File: src/rtl/sid_audio_pkg.sv
// -----------------------------------------------------------------------------
// sid_audio_pkg
// Shared definitions for the SID audio back end. This package is used by the
// DC blocker and by the mixer stages that follow it.
//   - dcState_e : sequencing states of the DC blocker datapath
//   - accWidth  : accumulator width derived from the fractional guard bits
//   - LFSR_SEED / LFSR_TAPS : dither generator constants
//   - DEF_K / DEF_FRAC / DEF_OUT_W : default stage parameters
// -----------------------------------------------------------------------------
package sid_audio_pkg;

    // Width of the signed mixed sample produced by the filter/volume stage.
    localparam int SID_SAMPLE_W = 18;

    // Default leak shift, guard bits and PCM width for the audio path.
    localparam int DEF_K     = 10;
    localparam int DEF_FRAC  = 8;
    localparam int DEF_OUT_W = 16;

    // Galois LFSR used for optional output dither.
    localparam logic [15:0] LFSR_SEED = 16'hACE1;
    localparam logic [15:0] LFSR_TAPS = 16'hB400;

    // One sample enters in S_IDLE and then walks through the shared adder
    // chain once per state before the result is published in S_OUT.
    typedef enum logic [1:0] {
        S_IDLE = 2'd0,
        S_DIFF = 2'd1,
        S_LEAK = 2'd2,
        S_OUT  = 2'd3
    } dcState_e;

    // Two headroom bits above the 18-bit sample keep the high-pass state from
    // overflowing on a full-scale step, plus the fractional guard bits.
    function automatic int accWidth(input int frac);
        return SID_SAMPLE_W + 2 + frac;
    endfunction

endpackage

File: src/rtl/sid_sat.sv
// -----------------------------------------------------------------------------
// sid_sat
// Parameterised signed saturator. Narrows a signed value of IN_W bits to OUT_W
// bits, clamping to the most positive / most negative OUT_W value instead of
// wrapping. When IN_W <= OUT_W the value is simply sign-extended.
// Ports:
//   data_i  in  IN_W   signed input value
//   data_o  out OUT_W  signed clamped value
// -----------------------------------------------------------------------------
module sid_sat #(
    parameter int IN_W  = 20,
    parameter int OUT_W = 16
) (
    input  logic signed [IN_W-1:0]  data_i,
    output logic signed [OUT_W-1:0] data_o
);

    generate
        if (IN_W > OUT_W) begin : g_clip
            // The value fits only if every bit from the output sign position
            // upward is a copy of the same sign.
            logic [IN_W-OUT_W:0] headBits;

            assign headBits = data_i[IN_W-1:OUT_W-1];

            // Pass the low bits through when they fit, otherwise pick the
            // rail on the side given by the true sign bit.
            always_comb begin
                data_o = data_i[OUT_W-1:0];
                if ((headBits != '0) && (headBits != '1)) begin
                    data_o = data_i[IN_W-1] ? {1'b1, {(OUT_W-1){1'b0}}}
                                            : {1'b0, {(OUT_W-1){1'b1}}};
                end
            end
        end else begin : g_extend
            assign data_o = OUT_W'(data_i);
        end
    endgenerate

endmodule

File: src/rtl/sid_dc_blocker.sv
// -----------------------------------------------------------------------------
// sid_dc_blocker
// One-pole, multiplier-free DC blocking high-pass that sits after the SID
// filter/volume stage:
//     y[n] = x[n] - x[n-1] + y[n-1] - (y[n-1] >>> K)
// The result is saturated to an OUT_W-bit signed PCM word. A sample is
// processed over four clocks (S_IDLE, S_DIFF, S_LEAK, S_OUT) reusing one adder
// chain, producing one out_valid strobe per accepted sample.
//
// Optional build macro SID_DCBLOCK_DITHER_EN: adds a 16-bit Galois LFSR whose
// low bits are added to the accumulator before the output truncation.
//
// Ports:
//   clk        in   1      system clock
//   rst        in   1      asynchronous active-high reset
//   sound_in   in   18     signed sample from the filter stage
//   in_valid   in   1      one-cycle strobe qualifying sound_in
//   bypass     in   1      1 = pass the sample through (still saturated)
//   out        out  OUT_W  signed PCM output, held between strobes
//   out_valid  out  1      one-cycle strobe marking a new out value
//   overrun    out  1      sticky: a sample arrived while busy
// -----------------------------------------------------------------------------
module sid_dc_blocker
    import sid_audio_pkg::*;
#(
    parameter int K     = DEF_K,
    parameter int FRAC  = DEF_FRAC,
    parameter int OUT_W = DEF_OUT_W
) (
    input  logic                    clk,
    input  logic                    rst,
    input  logic signed [17:0]      sound_in,
    input  logic                    in_valid,
    input  logic                    bypass,
    output logic signed [OUT_W-1:0] out,
    output logic                    out_valid,
    output logic                    overrun
);

    localparam int ACC_W = accWidth(FRAC);
    // Leak sum y + d - (y >>> K) needs two growth bits; one spare keeps the
    // saturator input comfortably wide.
    localparam int SUM_W = ACC_W + 3;
    // Fractional plus headroom bits dropped when forming the PCM word.
    localparam int SH    = FRAC + SID_SAMPLE_W - OUT_W;

    dcState_e                 state_q,    state_d;
    logic signed [ACC_W-1:0]  xNew_q,     xNew_d;
    logic signed [ACC_W-1:0]  xPrev_q,    xPrev_d;
    logic signed [ACC_W-1:0]  y_q,        y_d;
    logic signed [ACC_W:0]    d_q,        d_d;
    logic signed [OUT_W-1:0]  out_q,      out_d;
    logic                     outValid_q, outValid_d;
    logic                     overrun_q,  overrun_d;

    logic signed [ACC_W-1:0]  xIn;
    logic signed [ACC_W:0]    dDiff;
    logic signed [ACC_W-1:0]  yLeak;
    logic signed [SUM_W-1:0]  leakSum;
    logic signed [ACC_W-1:0]  accSat;
    logic        [ACC_W:0]    ditherExt;
    logic signed [ACC_W:0]    yDith;
    logic signed [ACC_W:0]    outShift;
    logic signed [OUT_W-1:0]  outSat;

    // Incoming sample scaled up by the guard bits, sign preserved.
    assign xIn = ACC_W'(sound_in) <<< FRAC;

    // First difference at one extra bit so a full-scale step cannot wrap.
    assign dDiff = {xNew_q[ACC_W-1], xNew_q} - {xPrev_q[ACC_W-1], xPrev_q};

    // Arithmetic shift rounds toward minus infinity, so negative residue
    // drains all the way to zero.
    assign yLeak   = y_q >>> K;
    assign leakSum = {{3{y_q[ACC_W-1]}}, y_q}
                   + {{2{d_q[ACC_W]}}, d_q}
                   - {{3{yLeak[ACC_W-1]}}, yLeak};

    sid_sat #(
        .IN_W  (SUM_W),
        .OUT_W (ACC_W)
    ) uAccSat (
        .data_i (leakSum),
        .data_o (accSat)
    );

`ifdef SID_DCBLOCK_DITHER_EN
    localparam logic [ACC_W:0] DITHER_MASK = (ACC_W+1)'((64'd1 << SH) - 64'd1);

    logic [15:0] lfsr_q, lfsr_d, lfsrNext;

    assign lfsrNext  = lfsr_q[0] ? ((lfsr_q >> 1) ^ LFSR_TAPS) : (lfsr_q >> 1);
    assign ditherExt = (ACC_W+1)'(lfsr_q) & DITHER_MASK;
`else
    assign ditherExt = '0;
`endif

    // One extra bit so adding dither near the positive rail cannot wrap.
    assign yDith    = {y_q[ACC_W-1], y_q} + ditherExt;
    assign outShift = yDith >>> SH;

    sid_sat #(
        .IN_W  (ACC_W + 1),
        .OUT_W (OUT_W)
    ) uOutSat (
        .data_i (outShift),
        .data_o (outSat)
    );

    // Next-state and datapath control. Every register holds by default; each
    // state updates only the registers it owns. A strobe seen outside S_IDLE
    // is discarded and latched into the sticky overrun flag.
    always_comb begin
        state_d    = state_q;
        xNew_d     = xNew_q;
        xPrev_d    = xPrev_q;
        y_d        = y_q;
        d_d        = d_q;
        out_d      = out_q;
        outValid_d = 1'b0;
        overrun_d  = overrun_q | (in_valid && (state_q != S_IDLE));
`ifdef SID_DCBLOCK_DITHER_EN
        lfsr_d     = lfsr_q;
`endif

        case (state_q)
            S_IDLE: begin
                if (in_valid) begin
                    xNew_d  = xIn;
                    state_d = S_DIFF;
                end
            end
            S_DIFF: begin
                d_d     = dDiff;
                xPrev_d = xNew_q;
`ifdef SID_DCBLOCK_DITHER_EN
                lfsr_d  = lfsrNext;
`endif
                state_d = S_LEAK;
            end
            S_LEAK: begin
                // Bypass seeds y with the raw sample so that leaving bypass
                // decays from the last passed-through level.
                y_d     = bypass ? xNew_q : accSat;
                state_d = S_OUT;
            end
            S_OUT: begin
                out_d      = outSat;
                outValid_d = 1'b1;
                state_d    = S_IDLE;
            end
            default: begin
                state_d = S_IDLE;
            end
        endcase
    end

    // State register. Reset may land mid-sample; everything returns to zero
    // and the sample in flight is abandoned without a strobe.
    always_ff @(posedge clk or posedge rst) begin
        if (rst) begin
            state_q    <= S_IDLE;
            xNew_q     <= '0;
            xPrev_q    <= '0;
            y_q        <= '0;
            d_q        <= '0;
            out_q      <= '0;
            outValid_q <= 1'b0;
            overrun_q  <= 1'b0;
`ifdef SID_DCBLOCK_DITHER_EN
            lfsr_q     <= LFSR_SEED;
`endif
        end else begin
            state_q    <= state_d;
            xNew_q     <= xNew_d;
            xPrev_q    <= xPrev_d;
            y_q        <= y_d;
            d_q        <= d_d;
            out_q      <= out_d;
            outValid_q <= outValid_d;
            overrun_q  <= overrun_d;
`ifdef SID_DCBLOCK_DITHER_EN
            lfsr_q     <= lfsr_d;
`endif
        end
    end

    assign out       = out_q;
    assign out_valid = outValid_q;
    assign overrun   = overrun_q;

endmodule

File: config.mk
export PLATFORM = sky130hd
export DESIGN_NAME = sid_dc_blocker
export DESIGN_NICKNAME = d
export VERILOG_FILES = /design/src/rtl/sid_audio_pkg.sv /design/src/rtl/sid_sat.sv /design/src/rtl/sid_dc_blocker.sv
export SDC_FILE = /design/constraint.sdc
export NUM_CORES = 1
export LEC_CHECK = 0
export ABC_CLOCK_PERIOD_IN_PS = 6500
export BUFFER_PORTS_ARGS = -buffer_cell sky130_fd_sc_hd__clkbuf_2
export CAP_MARGIN = 10
export CORE_MARGIN = 2
export CORE_UTILIZATION = 45
export CTS_CLUSTER_SIZE = 10
export DETAILED_ROUTE_END_ITERATION = 16
export PLACE_DENSITY = 0.68
export SYNTH_ARGS = -nofsm -noshare
export SYNTH_HDL_FRONTEND = slang
export SYNTH_HIERARCHICAL = 1
export SYNTH_SLANG_ARGS = --single-unit
File: constraint.sdc
create_clock -name clk -period 6.5 [get_ports clk]
set_input_delay 1.3 -clock clk [delete_from_list [all_inputs] [get_ports clk]]
set_output_delay 1.3 -clock clk [all_outputs]
set_load 0.1 [all_outputs]
==> summary.md <==
| Metric | Value |
|---|---|
| Status | `finished clean` |
| Synth Flop Type | `dfrtp_1` |
| Period utilization | `77.00%` |
| # fillers | `1643` |
| Peak Freq | `0.1998 GHz` |
| Commonest non-fill, non-tap cell in the layout | `inv_1` |
| Syn Inst Count | `910` |
| DIE AREA | `18850 sq um` |
| DRC | `0` |
| Share of cells above drive strength 1 | `13.23%` |
| Ant diodes | `0` |
| Critical path launch point type | `flop` |
| Overall Global Routing Usage | `20.55%` |
| DR vias/cell | `5.447` |
| WP data arrival | `5.23 ns` |
| RSZ-0062 raised after global routing | `false` |
| Clock Skew | `0.01191 ns` |
| Post_cts resized | `0` |
| Initial DRC Count | `387` |
| CTS tree | `built` |
| Distinct cell type count after synthesis | `60` |
| Die height | `137.3 microns` |
| Syn Std Cell Area | `7996 sq um` |
| Vias | `6248` |
| Core Area | `17360 sq um` |
| H-tree depth | `3` |
| R2R Setup Slk | `1.50 ns` |
| Clock root cell | `clkbuf_16` |
| Highest-count cells in the layout ignoring fill and taps | `inv_1 (116), dfrtp_1 (103), nand2_1 (77)` |
| Drt total wl | `18410 microns` |
| I/O pins | `40` |
| XOR/XNOR share of the synthesized area | `3.834%` |
| Worst Max-Slew Pin Slew | `1.060 ns` |
| DR WL/cell | `16.05 microns` |
| Total of warnings raised by yosys | `6` |
| Clk slew on worst S/H paths | `0.08 ns` |
| Final hold violations | `0` |
| Post-CTS Hold Fix Bufs | `0` |
| Post CTS Setup Buffer Count | `0` |
| CP peak stage delay | `0.85 ns` |
| Relative slew slack | `28.72%` |
| Largest family of logic cells by synthesized area | `compound AO/OA/AOI/OAI gates` |
| TNS Setup | `0 ns` |
| Final ANT Viol Nets | `0` |
| Drt first pass iters | `4` |
| Number of port buffers | `39` |
| CP delay by family, top | `compound AO/OA/AOI/OAI gates` |
| Setup CP Type | `reg -> reg` |
| Die width | `137.3 microns` |
| Total CTS buffers | `9` |
| Worst-skew pair later-pin latency | `0.36 ns` |
| Gpl congestion | `0.9006` |
| Max_cap viols | `0` |
| CP endpoint kind | `flop` |
| Synth Area in Simple Gates | `13.85%` |
| CP cell instances | `buf_4, fa_1, inv_1, ha_1, a21oi_1, o21ai_0, o21ai_0, nand2b_1, o31a_1, a221o_1, nand2_1, a21boi_4, nor3_1, mux2i_1, a21oi_1` |
| Complex-gate fraction of the synthesized area | `18.89%` |
| GR Overflow Total | `0` |
| Mux cell area share after synthesis | `8.058%` |
| Largest net degree at the start of global routing | `66` |
| CTS max path bufs | `2` |
| HP Class | `reg -> reg` |
| First-pass GRT wire length | `30120 microns` |
| Register area share after synthesis | `32.23%` |
| CP max-delay cell | `a21boi_4` |
| Crit path required time | `6.72 ns` |
| Async set-or-reset flop fraction in the synthesized netlist | `100.0%` |
| Antenna violations before repair | `0` |
| FF+latch count, synth | `103` |
| Dpl hpwl | `13650 microns` |
| Final nets | `1018` |
| Mapped Nets | `1010` |
| CP max FO | `32` |
| Fin. max-slew vios | `0` |
| Clock tree sinks | `103` |
| Post-synth EDFFs | `0` |
| Initial Utilization | `46.07%` |
| P&R area growth vs syn | `7.292%` |
| Row Count | `48` |
| Vias in the first global route | `5827` |
| Final setup viols | `0` |
| Final min period | `5.005 ns` |
| Crit path buf inv count | `2` |
| Adder-Cell Fraction of Synth Area | `14.18%` |
| Avg Cell Area, Syn | `8.787 sq um` |
## layout make-up
class	instances	area [sq um]	share of cell area, %
clock buffers	9	225.2	2.625
clock inverters	6	51.30	0.5979
inverters	118	445.4	5.192
multi-input cells	639	4726	55.08
flip-flops and latches	103	2577	30.04
well taps	225	281.5	3.281
repair buffers	47	272.8	3.179
## cell usage after synthesis, types with 13 or more instances
cell type | n | area, sq um
fa_1 | 21 | 420.4
clkbuf_1 | 26 | 97.59
mux2_2 | 35 | 394.1
a21oi_1 | 69 | 345.3
a21o_1 | 13 | 97.59
a21boi_0 | 27 | 202.7
dfrtp_1 | 103 | 2577
nor3_1 | 31 | 155.2
ha_1 | 57 | 713.2
mux2i_1 | 25 | 250.2
nor4_1 | 28 | 175.2
nand2_1 | 77 | 289.0
nor2_1 | 40 | 150.1
inv_1 | 117 | 439.2
o21ai_0 | 75 | 375.4
xnor2_1 | 26 | 227.7
## logic make-up after synthesis
kind of cell,after synthesis
AOI/OAI and AO/OA,242
and+or+nand+nor,224
buffers and inverters,168
DFF,103
adders and majority gates,78
muxes,60
xor gates and xnor gates,35
## state kept, by name (all words and copies together), names as in the netlist
| register | count |
|---|---|
| d_q | 19 |
| state_q | 2 |
| xNew_q | 18 |
| overrun | 1 |
| out | 16 |
| xPrev_q | 18 |
| y_q | 28 |
| out_valid | 1 |
## per-layer routing
layer  vias to the layer above  routed length (microns)  track usage [%]
met5                         -                        0                0
met4                         0                      216            4.983
met3                        16                      600            2.502
met2                       100                     8574            33.08
met1                      2966                     9019            29.49
li1                       3166                        -                -
## worst reg2reg max path, cell delays in order (launching register included)
cell      delay [ns]
dfrtp_1         0.54
buf_4           0.39
fa_1            0.48
inv_1           0.07
ha_1            0.30
a21oi_1         0.25
o21ai_0         0.18
o21ai_0         0.18
nand2b_1        0.07
o31a_1          0.13
a221o_1         0.34
nand2_1         0.65
a21boi_4        0.85
nor3_1          0.18
mux2i_1         0.17
a21oi_1         0.09
## stage by stage
step	hold WS [ns]	setup slack [ns]	instances	cell area, sq um	util (%)
after floorplan	0.4517	2.496	910	7996	-
after global placement	0.4382	1.526	1131	8278	47.69
after detailed placement	0.4429	1.509	1131	8278	47.69
after CTS	0.4600	1.451	1146	8554	49.29
after global routing	0.4980	1.077	1147	8579	49.43
final	0.4605	1.495	1147	8579	49.43
## final timing paths
| kind | startpoint | endpoint | cells past startpoint |
|---|---|---|---|
| worst max register to register | y_q[27] | y_q[9] | 15 |
| min in group asynchronous | rst | state_q[0] | 2 |
| worst min-delay path | overrun | overrun | 1 |
| max in group asynchronous | rst | y_q[20] | 3 |
| worst min register to register | overrun | overrun | 1 |
| worst max-delay path | y_q[27] | y_q[9] | 15 |
Power is left out: the tool's default activity adds up to more than one toggle a clock period on the data nets, which glitch-free logic cannot reach.
